==> src/rtl/hwpe_dma_loader.sv <==
// DMA loader that copies FMAP1, FMAP2 and KERNEL words from a source memory
// into the HWPE SRAMs through the hwpe DMA write port, then pulses done.
module hwpe_dma_loader #(
  parameter int ADDR_WIDTH = 16,
  parameter int SRC_AW     = 32,
  parameter int CNT_W      = 16,
  parameter int MAX_OUTST  = 4
) (
  input  logic                  clk,
  input  logic                  rst,
  input  logic                  start,
  input  logic [SRC_AW-1:0]     fmap_src_base,
  input  logic [SRC_AW-1:0]     fmap2_src_off,
  input  logic [CNT_W-1:0]      fmap_words,
  input  logic [ADDR_WIDTH-1:0] fmap2_dst_base,
  input  logic [SRC_AW-1:0]     kernel_src_base,
  input  logic [CNT_W-1:0]      kernel_words,
  input  logic [ADDR_WIDTH-1:0] kernel_dst_base,
  output logic                  src_req_valid,
  input  logic                  src_req_ready,
  output logic [SRC_AW-1:0]     src_req_addr,
  input  logic                  src_rsp_valid,
  input  logic [63:0]           src_rsp_data,
  output logic                  dma_wen,
  output logic [ADDR_WIDTH-1:0] dma_wa,
  output logic [63:0]           dma_wd,
  output logic                  busy,
  output logic                  done,
  output logic                  proto_err
);

  localparam int OUT_W = $clog2(MAX_OUTST + 1);

  typedef enum logic [2:0] {
    R_IDLE  = 3'd0,
    R_FMAP1 = 3'd1,
    R_FMAP2 = 3'd2,
    R_KERN  = 3'd3,
    R_WAIT  = 3'd4
  } phase_e;

  // Phase ordering shared by the request and response sides; empty phases are skipped.
  function automatic phase_e next_phase(input phase_e p, input logic f_nz, input logic k_nz);
    phase_e n;
    case (p)
      R_IDLE:  n = f_nz ? R_FMAP1 : (k_nz ? R_KERN : R_WAIT);
      R_FMAP1: n = R_FMAP2;
      R_FMAP2: n = k_nz ? R_KERN : R_WAIT;
      default: n = R_WAIT;
    endcase
    return n;
  endfunction

  phase_e                rstate_q, rstate_d;
  phase_e                pstate_q, pstate_d;
  logic [CNT_W-1:0]      ridx_q, ridx_d;
  logic [CNT_W-1:0]      widx_q, widx_d;
  logic [OUT_W-1:0]      outst_q, outst_d;

  logic [SRC_AW-1:0]     fsrc_q, fsrc_d;
  logic [SRC_AW-1:0]     f2src_q, f2src_d;
  logic [SRC_AW-1:0]     ksrc_q, ksrc_d;
  logic [CNT_W-1:0]      fcnt_q, fcnt_d;
  logic [CNT_W-1:0]      kcnt_q, kcnt_d;
  logic [ADDR_WIDTH-1:0] f2dst_q, f2dst_d;
  logic [ADDR_WIDTH-1:0] kdst_q, kdst_d;

  logic                  req_valid_q, req_valid_d;
  logic [SRC_AW-1:0]     req_addr_q, req_addr_d;
  logic                  wen_q, wen_d;
  logic [ADDR_WIDTH-1:0] wa_q, wa_d;
  logic [63:0]           wd_q, wd_d;
  logic                  busy_q, busy_d;
  logic                  done_q, done_d;
  logic                  perr_q, perr_d;

  logic                  req_hs;
  logic                  rsp_ok;
  logic                  req_data_phase;
  logic [CNT_W-1:0]      rcnt;
  logic [CNT_W-1:0]      pcnt;
  logic [SRC_AW-1:0]     req_base;
  logic [ADDR_WIDTH-1:0] dst_base;

  always_comb begin
    rstate_d = rstate_q;
    pstate_d = pstate_q;
    ridx_d   = ridx_q;
    widx_d   = widx_q;
    fsrc_d   = fsrc_q;
    f2src_d  = f2src_q;
    ksrc_d   = ksrc_q;
    fcnt_d   = fcnt_q;
    kcnt_d   = kcnt_q;
    f2dst_d  = f2dst_q;
    kdst_d   = kdst_q;
    busy_d   = busy_q;
    done_d   = 1'b0;
    wen_d    = 1'b0;
    wa_d     = wa_q;
    wd_d     = wd_q;

    req_hs  = req_valid_q & src_req_ready;
    rsp_ok  = src_rsp_valid & (outst_q != '0);
    outst_d = outst_q + OUT_W'(req_hs) - OUT_W'(rsp_ok);
    perr_d  = perr_q | (src_rsp_valid & (outst_q == '0));

    rcnt = (rstate_q == R_KERN) ? kcnt_q : fcnt_q;
    pcnt = (pstate_q == R_KERN) ? kcnt_q : fcnt_q;

    case (rstate_q)
      R_IDLE: begin
        if (start) begin
          fsrc_d   = fmap_src_base;
          f2src_d  = fmap_src_base + fmap2_src_off;
          ksrc_d   = kernel_src_base;
          fcnt_d   = fmap_words;
          kcnt_d   = kernel_words;
          f2dst_d  = fmap2_dst_base;
          kdst_d   = kernel_dst_base;
          rstate_d = next_phase(R_IDLE, fmap_words != '0, kernel_words != '0);
          pstate_d = next_phase(R_IDLE, fmap_words != '0, kernel_words != '0);
          ridx_d   = '0;
          widx_d   = '0;
          busy_d   = 1'b1;
        end
      end
      R_FMAP1, R_FMAP2, R_KERN: begin
        if (req_hs) begin
          if (ridx_q + CNT_W'(1) == rcnt) begin
            rstate_d = next_phase(rstate_q, fcnt_q != '0, kcnt_q != '0);
            ridx_d   = '0;
          end else begin
            ridx_d = ridx_q + CNT_W'(1);
          end
        end
      end
      R_WAIT: begin
        if (pstate_q == R_WAIT && outst_q == '0) begin
          rstate_d = R_IDLE;
          busy_d   = 1'b0;
          done_d   = 1'b1;
        end
      end
      default: rstate_d = R_IDLE;
    endcase

    // Response side tracks its own phase so writes land correctly regardless of request progress.
    case (pstate_q)
      R_FMAP2: dst_base = f2dst_q;
      R_KERN:  dst_base = kdst_q;
      default: dst_base = '0;
    endcase
    if (rsp_ok) begin
      wen_d = 1'b1;
      wa_d  = dst_base + (ADDR_WIDTH'(widx_q) << 3);
      wd_d  = src_rsp_data;
      if (widx_q + CNT_W'(1) == pcnt) begin
        pstate_d = next_phase(pstate_q, fcnt_q != '0, kcnt_q != '0);
        widx_d   = '0;
      end else begin
        widx_d = widx_q + CNT_W'(1);
      end
    end

    // Request outputs are computed from next-state so they stay registered.
    case (rstate_d)
      R_FMAP2: req_base = f2src_d;
      R_KERN:  req_base = ksrc_d;
      default: req_base = fsrc_d;
    endcase
    req_data_phase = (rstate_d == R_FMAP1) || (rstate_d == R_FMAP2) || (rstate_d == R_KERN);
    req_valid_d    = req_data_phase && (outst_d < OUT_W'(MAX_OUTST));
    req_addr_d     = req_data_phase ?
                     ((req_base + (SRC_AW'(ridx_d) << 3)) & ~SRC_AW'(7)) : req_addr_q;
  end

  always_ff @(posedge clk) begin
    if (rst) begin
      rstate_q    <= R_IDLE;
      pstate_q    <= R_IDLE;
      ridx_q      <= '0;
      widx_q      <= '0;
      outst_q     <= '0;
      fsrc_q      <= '0;
      f2src_q     <= '0;
      ksrc_q      <= '0;
      fcnt_q      <= '0;
      kcnt_q      <= '0;
      f2dst_q     <= '0;
      kdst_q      <= '0;
      req_valid_q <= 1'b0;
      req_addr_q  <= '0;
      wen_q       <= 1'b0;
      wa_q        <= '0;
      wd_q        <= '0;
      busy_q      <= 1'b0;
      done_q      <= 1'b0;
      perr_q      <= 1'b0;
    end else begin
      rstate_q    <= rstate_d;
      pstate_q    <= pstate_d;
      ridx_q      <= ridx_d;
      widx_q      <= widx_d;
      outst_q     <= outst_d;
      fsrc_q      <= fsrc_d;
      f2src_q     <= f2src_d;
      ksrc_q      <= ksrc_d;
      fcnt_q      <= fcnt_d;
      kcnt_q      <= kcnt_d;
      f2dst_q     <= f2dst_d;
      kdst_q      <= kdst_d;
      req_valid_q <= req_valid_d;
      req_addr_q  <= req_addr_d;
      wen_q       <= wen_d;
      wa_q        <= wa_d;
      wd_q        <= wd_d;
      busy_q      <= busy_d;
      done_q      <= done_d;
      perr_q      <= perr_d;
    end
  end

  assign src_req_valid = req_valid_q;
  assign src_req_addr  = req_addr_q;
  assign dma_wen       = wen_q;
  assign dma_wa        = wa_q;
  assign dma_wd        = wd_q;
  assign busy          = busy_q;
  assign done          = done_q;
  assign proto_err     = perr_q;

endmodule

==> config.mk <==
export PLATFORM = sky130hd
export DESIGN_NAME = hwpe_dma_loader
export DESIGN_NICKNAME = d
export VERILOG_FILES = /design/src/rtl/hwpe_dma_loader.sv
export SDC_FILE = /design/constraint.sdc
export NUM_CORES = 1
export LEC_CHECK = 0
export CAP_MARGIN = 20
export CORE_ASPECT_RATIO = 1.4
export CORE_UTILIZATION = 56
export DETAILED_ROUTE_END_ITERATION = 8
export PLACE_DENSITY = 0.83
export RECOVER_POWER = 100
export SLEW_MARGIN = 20
export SYNTH_ARGS = -nofsm -noshare
export SYNTH_HDL_FRONTEND = slang
export SYNTH_SLANG_ARGS = --single-unit
==> constraint.sdc <==
create_clock -name clk -period 16 [get_ports clk]
set_input_delay 1.6 -clock clk [delete_from_list [all_inputs] [get_ports clk]]
set_output_delay 1.6 -clock clk [all_outputs]
set_load 0.01 [all_outputs]
* Word-level counts from Yosys, hierarchy flattened
Index checks and enable logic that the tools add are counted.
Cells by class: add/subtract/negate cells 7, magnitude comparators 1, eq/ne operators 15, multiplexer cells 38, bitwise logic cells 5, reductions and logical operators 20
Operators with widths (number):
- 2-to-1 mux 32 bit | 6
- 2-to-1 mux 16 bit | 9
- one-hot mux 16 bit (2 select lines) | 2
- one-hot mux 32 bit (2 select lines) | 1
- nonzero test 16 bit | 4
- 2-to-1 mux 3 bit | 12
- adder 16 x 1 -> 16 bit (second input constant) | 2
- adder 32 x 19 -> 32 bit | 1
- adder 32 bit | 1
- == test 16 bit | 2
- == test 3 x 2 -> 1 bit (second input constant) | 6
- one-hot mux 3 bit (3 select lines) | 2
- adder 16 bit | 1
- == test 3 x 1 -> 1 bit (second input constant) | 3
- zero test 3 bit | 3
- == test 3 bit (second input constant) | 2
- one-hot mux 3 bit (2 select lines) | 1
- nonzero test 2 bit | 3
- 2-to-1 mux 1 bit | 4
- inequality test 2 bit (second input constant) | 2
- AND reduction 2 bit | 2
- adder 3 x 1 -> 3 bit | 1
- bitwise AND 1 bit | 3
- less-than comparator 3 bit (second input constant) | 1
- 10 further kinds | 12
Word-level totals: register bits 315, bits of input ports 229, output and inout bits 117, word-level logic and storage cells 106

* Depth between registers and ports, before layout
word-level depth 10, depth in mapped cells 32, gate-level depth less buffers 27

* Worst setup path after synthesis
No wires, ideal clock.
path type input -> register, start point in start, end point reg req_addr_q[30] (netlist: src_req_addr[30]), library setup time 0.122 ns, data arrival time 7.673 ns, data required time 15.878 ns, slack 8.205 ns, cell stages on the path 22, cell sequence nor4b_1 buf_6 buf_1 buf_1 clkbuf_1 buf_1 buf_1 mux2i_1 o21ai_0 ha_1 a21o_1 a21oi_1 o21bai_1 a21o_1 a21oi_1 o21ai_0 a2111oi_0 nor4_1 a2111oi_0 nor4_2 and4_1 a311o_1
On the way: cells in the longest elaborated chain, start to end 5, elaborated cells on any way between the ends 17
RTL lines:
- start: declaration | RTL line 11 | input logic start,
- 2-to-1 mux 3 bit | RTL line 113 | if (start) begin
- one-hot mux 3 bit (3 select lines) | RTL line 111 | case (rstate_q)
- == test 3 x 2 -> 1 bit or == test 3 x 1 -> 1 bit (tied branches) | RTL line 167, 172
- one-hot mux 32 bit (2 select lines) or logical OR 1 bit (tied branches) | RTL line 167, 172
- adder 32 x 19 -> 32 bit or logical OR 1 bit (tied branches) | RTL line 175, 172
- end signal: assignment | RTL line 214 | req_addr_q <= req_addr_d;
- end: declaration | RTL line 69 | logic [SRC_AW-1:0] req_addr_q, req_addr_d;
Parallel ways exist; a longest one is shown, timed or not. A chain may end at the register's enable or synchronous reset.

* Worst setup path in the final report
start point reg rstate_q[2], end point reg req_addr_q[24] (netlist: src_req_addr[24])
On the way: cells in the longest elaborated chain, start to end 9, elaborated cells on any way between the ends 27
RTL lines:
- start: declaration | RTL line 54 | phase_e rstate_q, rstate_d;
- start signal: assignment | RTL line 201 | rstate_q <= rstate_d;
- == test 3 x 2 -> 1 bit | RTL line 108, 111
- 2-to-1 mux 16 bit | RTL line 108 | rcnt = (rstate_q == R_KERN) ? kcnt_q : fcnt_q;
- == test 16 bit | RTL line 130 | if (ridx_q + CNT_W'(1) == rcnt) begin
- 2-to-1 mux 3 bit | RTL line 130
- 2-to-1 mux 3 bit | RTL line 129 | if (req_hs) begin
- one-hot mux 3 bit (3 select lines) | RTL line 111
- == test 3 x 2 -> 1 bit or == test 3 x 1 -> 1 bit (tied branches) | RTL line 167, 172
- one-hot mux 32 bit (2 select lines) or logical OR 1 bit (tied branches) | RTL line 167, 172
- adder 32 x 19 -> 32 bit or logical OR 1 bit (tied branches) | RTL line 175, 172
Parallel ways exist; a longest one is shown, timed or not.

==> flow_summary.yaml <==
drt:
  first_iter_violations: 1080
  wl_met3_mm: 2.71
  firstDrtPassIters: 7
  drc: 0
  routed_wl_mm: 48.7
  top_layer_used: "met5"
  m1WireLength_mm: 18.6
  via_per_inst: 5.76
  wl_per_cell_um: 17.6
  vias: 16000
  wl_met2_mm: 25.8
  ant_nets: 0
logic_synthesis:
  yosys.area.top_type_share_pct: 37.1
  avgSynthCellArea_um2: 7.85
  synth-edff-count: 0
  yosysSeqAreaShare_pct: 37.1
  ys_seq_elements: 306
  synth.distinct_cells: 81
  yosysTopAreaCell: "dfxtp_1"
  yosys_warnings: 0
  synth_area_leaders: "dfxtp_1 37%, nand2_1 9.2%, a21oi_1 7.8%"
  ys.flop_type: "dfxtp_1"
  syn_inst: 2104
  ys_async_sr_fraction_pct: 0
  netlist_area_um2: 16500
clock_network:
  ctsResizeCount: 0
  path_clk_slew_ns: 0.07
  clockRootBuffer: "clkbuf_16"
  cts_tree: "done"
  htreeDepth: 1
  hold_buffers: 0
  numCtsBuffers: 29
  cts_buffer_depth: 3
  post_cts_buffers: 0
  cts_sinks: 306
  clkLatencyLatePin_ns: 0.57
timing:
  worstMarginPinSlew_ns: 4.35
  fmax_mhz: 98.9
  period_share_pct: 63.2
  grt_setup_unrepaired: "no"
  layout_setup_ws_ns: 5.89
  slew_viol_final: 403
  skew_ns: 0.0159
  max-slew-margin-rel_pct: -190
  final.min_clock_period_ns: 10.11
  setup_viol: 0
  fin_setup_tns_ns: 0
  finalHoldViolations: 0
grt:
  grt_pass1_vias: 15300
  grt_usage_pct: 31.3
  grt_pass1_wl_mm: 76.5
  antenna_found_initial: 3
  grt_overflow: 0
  grt_start_max_net_pins: 155
setup_path:
  cp_max_fo: 40
  start_kind: "flop"
  critical_path_class: "reg2reg"
  r2r-start: "rstate_q[2]$_SDFF_PP0_"
  r2r_cells: 27
  cp-end-kind: "flop"
  cp.arrival_ns: 10.55
  cp_data_required_time_ns: 16.44
  crit_path_start: "rstate_q[2]$_SDFF_PP0_"
placement:
  portBuffers: 339
  gp_congestion: 0.933
  dp_hpwl_mm: 35.9
  pre_cts_ws_ns: 7.15
  dp_cells: 2718
power:
  irDropWorstVdd_uv: 88.0
  cellPowerDensity_nw_per_um2: 102
  p_leak_nw: 8.49
cells_and_area:
  mostFrequentLayoutCells: "405 x nand2_1, 306 x dfxtp_1, 257 x a21oi_1, 222 x clkdlybuf4s50_1, 192 x nor2_1"
  layout.nets: 2663
  final_common_cell: "nand2_1"
  layout-drive-gt1-share_pct: 3.81
  instances_no_fill: 2771
  fill_cells: 2372
  areaGrowthSynthToFinish_pct: 26.6
floorplanning:
  rows: 74
  io_pins: 346
  initial_core_util_pct: 56.8
  coreArea_um2: 29100
  die_h_um: 205
  die_w_um: 147
  die_area_um2: 30200
job:
  maxCapViolations: 5
worst_hold_path:
  hp-start: "src_req_addr[9]$_SDFFE_PP0N_"
  min_path_cells: 2
  min_path_type: "reg2reg"
run_status:
  outcome: "finished with violations"
  violations: "capacitance limit, slew limit"
[power by group]
part	internal (mW)	switching (mW)	leakage (nW)
Sequential	0.840	0.0430	2.50
Clock	0.382	0.296	0.449
Combinational	0.250	0.327	5.53
[path summary, 6_finish.rpt]
kind,end,slack [ns]
worst min-delay path,src_req_addr[9]$_SDFFE_PP0N_,0.45
worst max register to register,src_req_addr[24]$_SDFFE_PP0N_,5.89
worst max-delay path,src_req_addr[24]$_SDFFE_PP0N_,5.89
worst min register to register,src_req_addr[9]$_SDFFE_PP0N_,0.45
[per-layer routing]
metal | up-vias | global-route usage [%]
met5 | - | 0
met4 | 2 | 12.0
met3 | 104 | 3.66
met2 | 589 | 60.8
met1 | 7400 | 34.0
li1 | 7873 | -
[area by class of cell]
class                      instances  area [um^2]  share of cell area, %
clock inverter                     6         65.1                  0.311
timing repair buffer             355         3500                   16.7
antenna                            2         5.00                 0.0239
inverter                          42          158                  0.754
clock buffer                      45          856                   4.09
multi-input combinational       1635         9720                   46.5
sequential                       306         6130                   29.3
tap                              380          475                   2.27
[metrics by stage]
| stage | hold WS [ns] | utilization, % | power (mW) | instance area, um^2 |
|---|---|---|---|---|
| after floorplan | 0.436 | - | 1.24 | 16500 |
| after CTS | 0.452 | 72.0 | 2.15 | 20900 |
| final | 0.446 | 71.9 | 2.14 | 20900 |
| after global placement | 0.439 | 68.9 | 1.46 | 20000 |
| after detailed placement | 0.443 | 68.9 | 1.48 | 20000 |
| after global routing | 0.469 | 71.9 | 2.24 | 20900 |
[cells in the mapped netlist, drive strengths merged, types with 4 or more instances]
library cell	n
nand2	406
dfxtp	306
a21oi	257
nor2	194
mux2i	116
clkbuf	93
o21ai	86
ha	62
xnor2	56
nand3	45
inv	42
nor3	39
xor2	36
buf	30
nor4	26
a21o	24
and2	24
a211oi	23
or3	21
a31oi	18
and3	18
nand4	17
o31ai	13
a22o	11
nor2b	11
o211ai	10
o21bai	8
nand3b	7
o21a	7
or2	7
a2111oi	6
a311oi	6
and4	6
or4	6
a21boi	5
a22oi	5
nor3b	5
a221oi	4
a31o	4
nand2b	4
[sequential cells by signal (all words and copies together), names as in the netlist, 16 cells and up]
register	count
f2src_q	29
dma_wa	16
ridx_q	16
f2dst_q	16
fsrc_q	29
kdst_q	16
widx_q	16
src_req_addr	29
ksrc_q	29
fcnt_q	16
kcnt_q	16
dma_wd	64
[cells by family (layout without fill, tap and decap cells)]
kind of cell / Yosys count / count (layout) / share of synthesized area (%)
muxes: 119 / 119 / 7.23
AOI/OAI and AO/OA: 512 / 512 / 18.6
buffers and inverters: 165 / 448 / 4.19
xor gates and xnor gates: 92 / 92 / 4.92
adders and majority gates: 65 / 65 / 5.06
DFF: 306 / 306 / 37.1
and+or+nand+nor: 844 / 844 / 22.9
other: 1 / 5 / 0.0227
[critical path, stage by stage, from the launching register on]
cell and delay, ns:
dfxtp_1 0.41, nand3b_1 0.84, mux2i_1 0.64, mux2i_1 0.15, or3b_2 0.49, a32oi_1 0.39, and3_1 0.37, a21oi_1 0.32
nor2_4 0.17, clkbuf_1 1.76, mux2i_1 0.32, nand2_1 0.08, nand3_1 0.10, o21ai_0 0.20, ha_1 0.35, a21o_1 0.18
a21oi_1 0.24, o21bai_1 0.11, a21o_1 0.21, a21oi_1 0.25, o21ai_0 0.17, a2111oi_0 0.74, nor4_1 0.14, a2111oi_0 0.46
clkbuf_1 0.23, nor4_1 0.17, xor2_1 0.21, a211oi_1 0.25
Note: power is estimated with default switching activity, not from simulation.
==> variant 1 (config.mk and constraints unchanged) <==
Set the parameter `CNT_W` to 32 (it was 16).
--- a/src/rtl/hwpe_dma_loader.sv
+++ b/src/rtl/hwpe_dma_loader.sv
@@ -4,5 +4,5 @@
   parameter int ADDR_WIDTH = 16,
   parameter int SRC_AW     = 32,
-  parameter int CNT_W      = 16,
+  parameter int CNT_W      = 32,
   parameter int MAX_OUTST  = 4
 ) (
Interface: changed (resized fmap_words and kernel_words); port bits go from 346 to 378. The function was not compared with the original's and may differ.
==> variant 1 against the unedited design <==
  * The flow still finishes with violations (max-capacitance violations, max-slew violations)
  * Total power grew 30%
  * Final area grew 24%
  * Die area grew 26%
  * Sequential cell count grew 64
  * Critical endpoint is now src_req_addr[31]
  * Clock power grew 39%
  * Via count grew 28%
  * Worst hold slack lost 0.0011 ns
  * Routed wire length grew 35%
  * Synthesized area grew 26%
  * Final cell count grew 24%
  * Global-route usage grew 2.4 points
  * Synthesized cell count grew 28%
  * Sequential share of layout area shrank 0.68 points
  * Setup slack lost 1.8 ns
==> variant 1: results (changes against the unedited design) <==
| Metric | Value |
|---|---|
| Skew final | `0.0289 ns (+0.0130 ns)` |
| # port buffers | `371 (+9.4%)` |
| P&R area growth vs syn | `24.0%` |
| Sequential area share after synthesis | `35.5% (-1.6 points)` |
| Post-synthesis mux area share | `7.86% (+0.63 points)` |
| GRT Overall Usage | `33.7% (+2.4 points)` |
| Post-synth top cells | `548 x nand2_1, 370 x dfxtp_1, 337 x a21oi_1` |
| Fraction of layout instances using a drive strength above 1 | `3.80% (-0.0070 points)` |
| Adder-cell share of the synthesized area | `4.73% (-0.33 points)` |
| Min-Delay Endpoint | `src_req_addr[17]` |
| Initial antenna violation count | `4 (+1)` |
| CP endpoint | `src_req_addr[31]` |
| Reg2reg path depth | `22 (-19%)` |
| Finished Layout Cells | `3441 (+24%)` |
| H-tree levels | `2 (+1)` |
| DR vias | `20.5k (+28%)` |
| Failing checks | `max-capacitance violations, max-slew violations` |
| Fillers | `2905 (+22%)` |
| Slew headroom | `-323% (-130 points)` |
| Max Cap Violations | `5 (unchanged)` |
| CP Launch Point | `start` |
| Gate Count Post-Synth | `2693 (+28%)` |
| Leakage | `10.5 nW (+24%)` |
| Top post-synthesis cells by area | `dfxtp_1 36%, nand2_1 9.9%, a21oi_1 8.1%` |
| Routed WL | `65800 µm (+35%)` |
| Largest net degree at the start of global routing | `146 (-5.8%)` |
| CTS Buf Count | `39 (+34%)` |
| Sequential Power Share | `38.5% (-2.8 points)` |
| Hold path startpoint | `src_req_addr[17]` |
| First drt pass iteration count | `5 (-2)` |
| Sink Count | `370 (+21%)` |
| Status | `finished with violations` |
| Arrival @ worst endpoint | `12.27 ns (+1.72 ns)` |
| Final HPWL DP | `48600 µm (+35%)` |
| Slew Limit Fails | `501 (+24%)` |
| VDD IR-drop max | `98.9 µV (+12%)` |
| FF-to-FF Start | `rstate_q[0]` |
| Sw Share | `32.4% (+1.3 points)` |
| CP max stage cell | `and2_0` |
| Family with the most delay on the worst path | `buffers and inverters` |
[variant 1: cell type report]
cell class / count / share of cell area, %
clock inverter: 23 / 0.991
inverter: 40 / 0.580
clock buffer: 47 / 4.12
timing repair buffer: 388 / 14.8
antenna: 2 / 0.0193
multi-input combinational: 2104 / 48.6
tap: 467 / 2.26
sequential: 370 / 28.6
[variant 1: metrics by stage]
step	area [µm²]	total power [mW]	util, %	hold slack [ns]	setup slack [ns]
2_1_floorplan	20900	1.55	-	0.433	9.31
3_3_place_gp	24600	1.83	67.0	0.439	7.33
3_5_place_dp	24600	1.86	67.0	0.445	7.13
4_1_cts	25900	2.80	70.6	0.453	7.10
5_1_grt	25900	2.90	70.6	0.464	3.49
6_report	25900	2.78	70.6	0.445	4.13
[variant 1: per-layer routing]
metal / up-vias / routed length, µm / global-route usage (%)
met5: - / 27 / 0
met4: 4 / 4110 / 20.2
met3: 188 / 4310 / 5.79
met2: 757 / 32400 / 58.2
met1: 9673 / 25000 / 38.1
li1: 9884 / - / -
==> variant 2 (config.mk and constraints unchanged) <==
Made on the original files. Reset style: asynchronous (`rst`), changed in one clocked block.
--- a/src/rtl/hwpe_dma_loader.sv
+++ b/src/rtl/hwpe_dma_loader.sv
@@ -176,5 +176,5 @@
   end
 
-  always_ff @(posedge clk) begin
+  always_ff @(posedge clk or posedge rst) begin
     if (rst) begin
       rstate_q    <= R_IDLE;
Behaviour: differs if rst is asserted again (counterexample within 4 cycles, from zero or initial values and one cycle with rst high); with rst held inactive, the same outputs for 4 cycles.
==> variant 2 against the unedited design <==
  * The run still ends with max-capacitance violations, max-slew violations left
  * Final area up 3.6%
  * Synthesized area up 3.8%
  * Sequential cell count is the same
  * Routed wire length rose by 2.6%
  * Critical path type unchanged
  * Combinational power up 77%
  * Critical endpoint is now src_req_addr[29]
  * Total power increased by 36%
  * Setup slack got worse by 1.1 ns
  * First-iteration DRC count shrank 6.3%
  * Maximum frequency fell by 9.4%
==> variant 2: results (changes against the unedited design) <==
| Metric | Value |
|---|---|
| Top post-synthesis cells by area | `dfrtp_1 45%, nand2_1 15%, ha_1 4.5%` |
| Syn_area_per_cell | `8.44 µm² (+7.5%)` |
| Arrival @ worst endpoint | `11.63 ns (+1.08 ns)` |
| Skew final | `0.0164 ns (+0.000502 ns)` |
| Asr flop ratio synth | `100% (+100 points)` |
| Slew at the pin closest to its max-slew limit | `6.15 ns (+1.81 ns)` |
| Place WS | `7.53 ns (+0.386 ns)` |
| Met3 wire len | `2760 µm (+1.7%)` |
| Slew Limit Fails | `822 (+100%)` |
| Failing checks | `max-capacitance violations, max-slew violations` |
| Family with the most delay on the worst path | `simple AND/OR/NAND/NOR gates` |
| Dpl cell area | `20700 µm² (+3.6%)` |
| GP Congestion | `0.954 (+2.2%)` |
| VDD IR-drop max | `88.4 µV (+0.34%)` |
| Peak fanout along the critical path | `43 (+7.5%)` |
| CP Launch Point | `rstate_q[2]` |
| Worst R2R Setup Slack | `4.84 ns (-1.05 ns)` |
| Initial antenna violation count | `2 (-1)` |
| Synth cell types | `86 (+6.2%)` |
| Final net count | `2610 (-2.0%)` |
| Status | `finished with violations` |
| Largest net degree at the start of global routing | `145 (-6.5%)` |
| Worst path max stage delay | `1.96 ns (+0.20 ns)` |
| Drt via density | `5.77 (about the same)` |
| WL met1 | `18900 µm (+1.7%)` |
| Placed cells | `2670 (-1.8%)` |
| Max Cap Violations | `11 (+6)` |
| Leakage | `10.4 nW (+22%)` |
| Global-route wire length before repair | `79000 µm (+3.2%)` |
| Post-synth top cells | `700 x nand2_1, 306 x dfrtp_1, 113 x nor2_1` |
| Routed len/inst | `18.3 µm (+4.3%)` |
| Met2 Routed Length | `26100 µm (+1.1%)` |
## variant 2: worst min-delay path by stage
| stage | startpoint | to | slack [ns] | cells after the start |
|---|---|---|---|---|
| 2_1_floorplan | f2src_q[12] | f2src_q[12] | 0.43 | 2 |
| 3_3_place_gp | proto_err | proto_err | 0.44 | 1 |
| 3_5_place_dp | f2src_q[15] | f2src_q[15] | 0.45 | 2 |
| 4_1_cts | f2src_q[15] | f2src_q[15] | 0.46 | 2 |
| 5_1_grt | f2src_q[14] | f2src_q[14] | 0.49 | 2 |
| 6_report | proto_err | proto_err | 0.46 | 1 |
## variant 2: metrics by stage
step           utilization [%]  hold slack [ns]
2_1_floorplan                -            0.433
3_3_place_gp              69.1            0.443
3_5_place_dp              69.1            0.451
4_1_cts                   72.4            0.464
5_1_grt                   72.1            0.486
6_report                  72.1            0.456
## variant 2: area by class of cell
type | instances | area, µm²
inverter | 37 | 143
tap | 385 | 482
clock buffer | 36 | 792
fill | 2305 | 8380
sequential | 306 | 7660
timing repair buffer | 352 | 3460
clock inverter | 18 | 216
multi-input combinational | 1590 | 8890
antenna | 1 | 2.50
## variant 2: cell families (layout without fill, tap and decap cells)
group,count (synthesis),count (layout),share of synthesized area [%]
buf+inv,137,443,3.24
fa+ha+maj,66,66,4.93
flops,306,306,44.7
simple gates,1028,1028,25.9
other cells,1,4,0.0219
mux,52,52,3.04
xor+xnor,104,104,5.31
compound gates,337,337,12.9
## variant 2: routing by layer
layer  global-route usage [%]  up-vias
li1                         -     7478
met1                     37.1     7491
met2                     57.9      612
met3                     3.80      131
met4                     14.6        2
met5                        0        -
## variant 2: power breakdown
group          internal (mW)  switching [mW]
registers               1.02           0.152
logic                  0.448           0.568
clock network          0.418           0.309
total                   1.88            1.03
## variant 2: worst register-to-register path, cell delays in order, from the launching register on
cell and delay (ns):
dfrtp_1 0.54, nand3b_1 0.88, mux2i_1 0.49, xnor2_1 0.14, or3_2 0.47, a2111oi_0 1.08, nand4_2 0.40, o41a_1 0.44
nor3_1 1.96, inv_4 0.69, nor2_1 0.29, a21oi_1 0.09, ha_1 0.25, fa_1 0.40, a21o_1 0.18, a21oi_1 0.24
o21bai_1 0.09, a21oi_1 0.24, nor2b_1 0.10, o2111ai_1 0.22, nand3_1 0.13, o41ai_1 0.45, o21a_1 0.26, o21ai_0 0.35
and2_0 0.34, and3_1 0.17, o31ai_1 0.19
